**config.mk**
```make
export PLATFORM = sky130hd
export DESIGN_NAME = seq_scan_ctrl
export DESIGN_NICKNAME = d
export VERILOG_FILES = /design/src/rtl/seq_scan_ctrl.sv
export SDC_FILE = /design/constraint.sdc
export NUM_CORES = 1
export LEC_CHECK = 0
export ABC_AREA = 1
export CAP_MARGIN = 20
export CELL_PAD_IN_SITES_DETAIL_PLACEMENT = 2
export CELL_PAD_IN_SITES_GLOBAL_PLACEMENT = 2
export CORE_ASPECT_RATIO = 0.7
export CORE_MARGIN = 1.5
export CORE_UTILIZATION = 32
export CTS_CLUSTER_SIZE = 30
export DETAILED_ROUTE_END_ITERATION = 10
export HOLD_SLACK_MARGIN = 0.12
export PLACE_DENSITY_LB_ADDON = 0.1
export SLEW_MARGIN = 20
export SYNTH_ARGS = -nofsm -noshare
export SYNTH_HDL_FRONTEND = slang
export SYNTH_SLANG_ARGS = --single-unit
```
**constraint.sdc**
```tcl
create_clock -name clk -period 1.9 [get_ports clk]
set_clock_uncertainty 0.15 [all_clocks]
set_input_delay 0.38 -clock clk [delete_from_list [all_inputs] [get_ports clk]]
set_output_delay 0.38 -clock clk [all_outputs]
set_load 0.01 [all_outputs]
```
**src/rtl/seq_scan_ctrl.sv**
```systemverilog
// Frame-level controller: accepts a word, shifts it MSB-first through a serial pattern
// detector, counts matches and returns the count. Define SEQ_OVERLAP_EN for overlapping detection.
module seq_scan_ctrl #(
  parameter int unsigned     WORD_W  = 16,
  parameter int unsigned     PAT_W   = 4,
  parameter logic [PAT_W-1:0] PATTERN = 4'b1011,
  parameter int unsigned     CNT_W   = 5
) (
  input  logic              clk,
  input  logic              rst_n,
  input  logic              in_valid,
  output logic              in_ready,
  input  logic [WORD_W-1:0] in_data,
  input  logic              abort,
  output logic              out_valid,
  input  logic              out_ready,
  output logic [CNT_W-1:0]  out_count,
  output logic              match,
  output logic              busy
);

  localparam int unsigned FillW = $clog2(PAT_W + 1);
  localparam int unsigned BitW  = (WORD_W > 1) ? $clog2(WORD_W) : 1;
  localparam logic [FillW-1:0] FillFull = FillW'(PAT_W);
  localparam logic [BitW-1:0]  LastBit  = BitW'(WORD_W - 1);

  typedef enum logic [1:0] {StIdle, StShift, StDone} state_e;

  state_e             state_q;
  logic [WORD_W-1:0]  shreg_q;
  logic [PAT_W-1:0]   win_q;
  logic [FillW-1:0]   fill_q;
  logic [BitW-1:0]    bitcnt_q;
  logic [CNT_W-1:0]   cnt_q;
  logic               match_q;
  logic               out_valid_q;
  logic               busy_q;
  logic               in_ready_q;

  logic               shift_bit;
  logic [PAT_W-1:0]   win_nxt;
  logic [FillW-1:0]   fill_nxt;
  logic [FillW-1:0]   fill_after_hit;
  logic [CNT_W-1:0]   cnt_inc;
  logic               hit;
  logic               last_bit;

  always_comb begin
    shift_bit = shreg_q[WORD_W-1];
    win_nxt   = {win_q[PAT_W-2:0], shift_bit};
    fill_nxt  = (fill_q == FillFull) ? fill_q : fill_q + FillW'(1);
    hit       = (fill_nxt == FillFull) && (win_nxt == PATTERN);
    last_bit  = (bitcnt_q == LastBit);
    cnt_inc   = (cnt_q == {CNT_W{1'b1}}) ? cnt_q : cnt_q + CNT_W'(1);
`ifdef SEQ_OVERLAP_EN
    fill_after_hit = fill_nxt;
`else
    // Non-overlapping: the next match must be built entirely from fresh bits.
    fill_after_hit = '0;
`endif
  end

  always_ff @(posedge clk or negedge rst_n) begin
    if (!rst_n) begin
      state_q     <= StIdle;
      shreg_q     <= '0;
      win_q       <= '0;
      fill_q      <= '0;
      bitcnt_q    <= '0;
      cnt_q       <= '0;
      match_q     <= 1'b0;
      out_valid_q <= 1'b0;
      busy_q      <= 1'b0;
      in_ready_q  <= 1'b1;
    end else begin
      match_q <= 1'b0;
      case (state_q)
        StIdle: begin
          if (in_valid) begin
            shreg_q    <= in_data;
            win_q      <= '0;
            fill_q     <= '0;
            bitcnt_q   <= '0;
            cnt_q      <= '0;
            state_q    <= StShift;
            in_ready_q <= 1'b0;
            busy_q     <= 1'b1;
          end
        end
        StShift: begin
          if (abort) begin
            // Abort wins over the last bit; the partial count is dropped.
            state_q    <= StIdle;
            cnt_q      <= '0;
            busy_q     <= 1'b0;
            in_ready_q <= 1'b1;
          end else begin
            shreg_q  <= shreg_q << 1;
            win_q    <= win_nxt;
            bitcnt_q <= bitcnt_q + BitW'(1);
            if (hit) begin
              match_q <= 1'b1;
              cnt_q   <= cnt_inc;
              fill_q  <= fill_after_hit;
            end else begin
              fill_q <= fill_nxt;
            end
            if (last_bit) begin
              state_q     <= StDone;
              busy_q      <= 1'b0;
              out_valid_q <= 1'b1;
            end
          end
        end
        StDone: begin
          if (out_ready) begin
            state_q     <= StIdle;
            out_valid_q <= 1'b0;
            in_ready_q  <= 1'b1;
          end
        end
        default: begin
          state_q     <= StIdle;
          busy_q      <= 1'b0;
          out_valid_q <= 1'b0;
          in_ready_q  <= 1'b1;
        end
      endcase
    end
  end

  assign in_ready  = in_ready_q;
  assign out_valid = out_valid_q;
  assign out_count = cnt_q;
  assign match     = match_q;
  assign busy      = busy_q;

endmodule

```
==> run metrics <==
Initial Util between 30% and 40%; crit-path max FO 4; Die Wd roughly 95 um; setup tns final 0 ns; routed len/inst between 15 and 20 um; WS Path Type reg2out; worst slew pin tran between 0.4 and 0.5 ns; CP delay by family, top buffers and inverters; Worst Setup Start Kind flip-flop; Max Cap Viol 0; Clock Tree Buf Depth 2; IO Count 30; total power 2370 uW; post-synthesis register bit count 37; Syn Inst Count 209; Levels on crit path 1; clk slew on worst S/H paths roughly 0.080 ns; count of final max-slew check failures 0; Die Footprint roughly 6400 um2; H-Tree Depth 2; final WL between 5000 and 6000 um; CTS Buf Count 5; P_leak between 0.001 and 0.0015 uW; yosys warns 0; most frequent cells in the layout nand2_1 (49), dfrtp_1 (36), clkdlybuf4s50_1 (26); Mapped Area between 1500 and 2000 um2; Critical Path AT roughly 1.3 ns; critical path, cell by cell clkdlybuf4s50_1; proportion of layout cells with a drive suffix above 1 around 16%; clk sinks 37; core area 5700 um2; commonest non-fill, non-tap cell in the layout nand2_1; Total GRT Usage between 15 and 20%; multi-input logic area 820 um2; Worst Path Required 1.37 ns; Ant. Diodes 0; Final WS setup 0.0645 ns; number of routed nets with antenna violations 0; status finished clean; Reg area 927 um2; Worst Hold Class reg2reg; Final Hold Vio Count 0; post-placement cell area 2270 um2; synth top area cells dfrtp_1 (48%), nand2_1 (10%), o21ai_0 (4.5%), inv_1 (4.4%), a31oi_2 (4.0%); via-per-instance ratio between 4 and 5; Worst-Skew Late Latency around 0.29 ns; Finish-stage setup viols 0; height of the die around 67 um; CP peak stage delay 0.59 ns; port bufs 29; initial antenna violation count 0; largest net degree at the start of global routing 42; CTS tree done; worst slack at placement -0.0488 ns; Tmin final approximately 1.8 ns; CP max-delay cell clkdlybuf4s50_1; VDD IR max 293 uV; slew margin rel. approximately 70%; # fillers approximately 650; first-pass GRT wire length between 8000 and 9000 um; total congestion overflow 0; vias about 1,600; Area growth syn-to-layout 28.7%; CP Capture Type output port; vias in the first global route between 1,500 and 2,000; Min-Delay Path Depth 2; design area 2420 um2; sequential-to-total area share from yosys stat approximately half; Rows 23; PwrDens 976 nW/um2; DP HPWL between 3000 and 4000 um; Net Count, Synth approximately 240; Root Buffer clkbuf_8; Yosys top cell area share between 40% and 50%; Period Utilization, post-route 96.6%; syn avg cell area between 9 and 10 um2; initial DRC count 48; Fmax ~540 MHz; post-layout net count around 280; R2R cell count 9; Synth area leader dfrtp_1; Final Core Density between 40% and 50%; GP Congestion around 0.85; Crit path buffers/inverters 1; TritonRoute pass-1 iters 4; DRC Markers 0; Netlist cell types 27
==> sequential cells by signal, indices dropped and copies added (netlist names), 2 cells and up <==
name / flops
bitcnt_q: 4
state_q: 2
fill_q: 3
shreg_q: 16
out_count: 5
win_q: 3
==> cells in the mapped netlist (all sizes together) <==
cell type / number
nand2: 53
dfstp: 1
nor3: 4
buf: 8
mux2i: 1
inv: 25
dfrtp: 36
nor2: 14
nand4: 6
o22ai: 1
o211ai: 9
o21ai: 17
a31oi: 6
and3: 1
a21oi: 4
nand3: 16
ha: 5
xor2: 2
==> through the flow <==
stage / std cells / hold slack [ns]
4_1_cts: 324 / 0.332
6_report: 325 / 0.320
3_5_place_dp: 315 / 0.220
5_1_grt: 325 / 0.340
3_3_place_gp: 315 / 0.212
2_1_floorplan: 209 / -0.0656
==> cells by family (layout without fill, tap and decap cells) <==
logic type / Yosys count / count (layout) / synth area share (%)
AND/OR/NAND/NOR: 94 / 94 / 23.4
AO/OA/AOI/OAI: 37 / 37 / 13.5
flip-flops: 37 / 37 / 49.3
buffers and inverters: 33 / 74 / 9.04
adder cells (fa/ha/maj): 5 / 5 / 3.32
XOR/XNOR: 2 / 2 / 0.931
multiplexers: 1 / 1 / 0.532
==> path summary, 6_finish.rpt <==
check | startpoint | end | slack [ns]
max | out_count[3] | out_count[3] | 0.06
min | in_ready | in_ready | 0.32
max reg2reg | out_count[0] | out_count[3] | 0.12
min reg2reg | in_ready | in_ready | 0.32
max in group asynchronous | rst_n | in_ready | 0.91
min in group asynchronous | rst_n | state_q[0] | 0.45
==> worst reg2reg max path, cell delays in order, from the launching register on <==
cell     delay, ns
dfrtp_1       0.40
ha_2          0.20
and3_1        0.18
ha_1          0.20
inv_1         0.06
nand4_1       0.12
nand2_2       0.13
buf_4         0.12
nand3_1       0.07
nand2_1       0.08
==> report_power, final <==
part           leakage, uW  switching (uW)  internal (uW)  total, uW
Combinational     0.000616             418            292        710
Clock            0.0000455             285            296        582
Sequential        0.000467             108            965       1070
Total              0.00113             812           1550       2370
==> timing repair <==
action                     4_1_cts  5_1_grt
pin swaps                        0        4
gates resized for setup          1       10
hold buffers                     1        0
setup endpoints to repair        3        7
hold endpoints to repair        36        0
buffers inserted                 0        1
==> layer usage <==
| layer | global-route usage, % | vias to the layer above | wire length, um |
|---|---|---|---|
| met4 | 6.16 | 0 | 66 |
| met3 | 3.38 | 5 | 150 |
| met2 | 28.6 | 22 | 2400 |
| met5 | 0 | - | 0 |
| li1 | - | 772 | - |
| met1 | 23.8 | 783 | 2540 |
==> layout make-up <==
class,instances,area share [%]
multi-input combinational,139,33.8
timing repair buffer,41,16.3
inverter,25,3.98
tap,75,3.87
sequential,37,38.3
clock buffer,8,3.72
No activity file was read; power rests on OpenSTA's default activity.
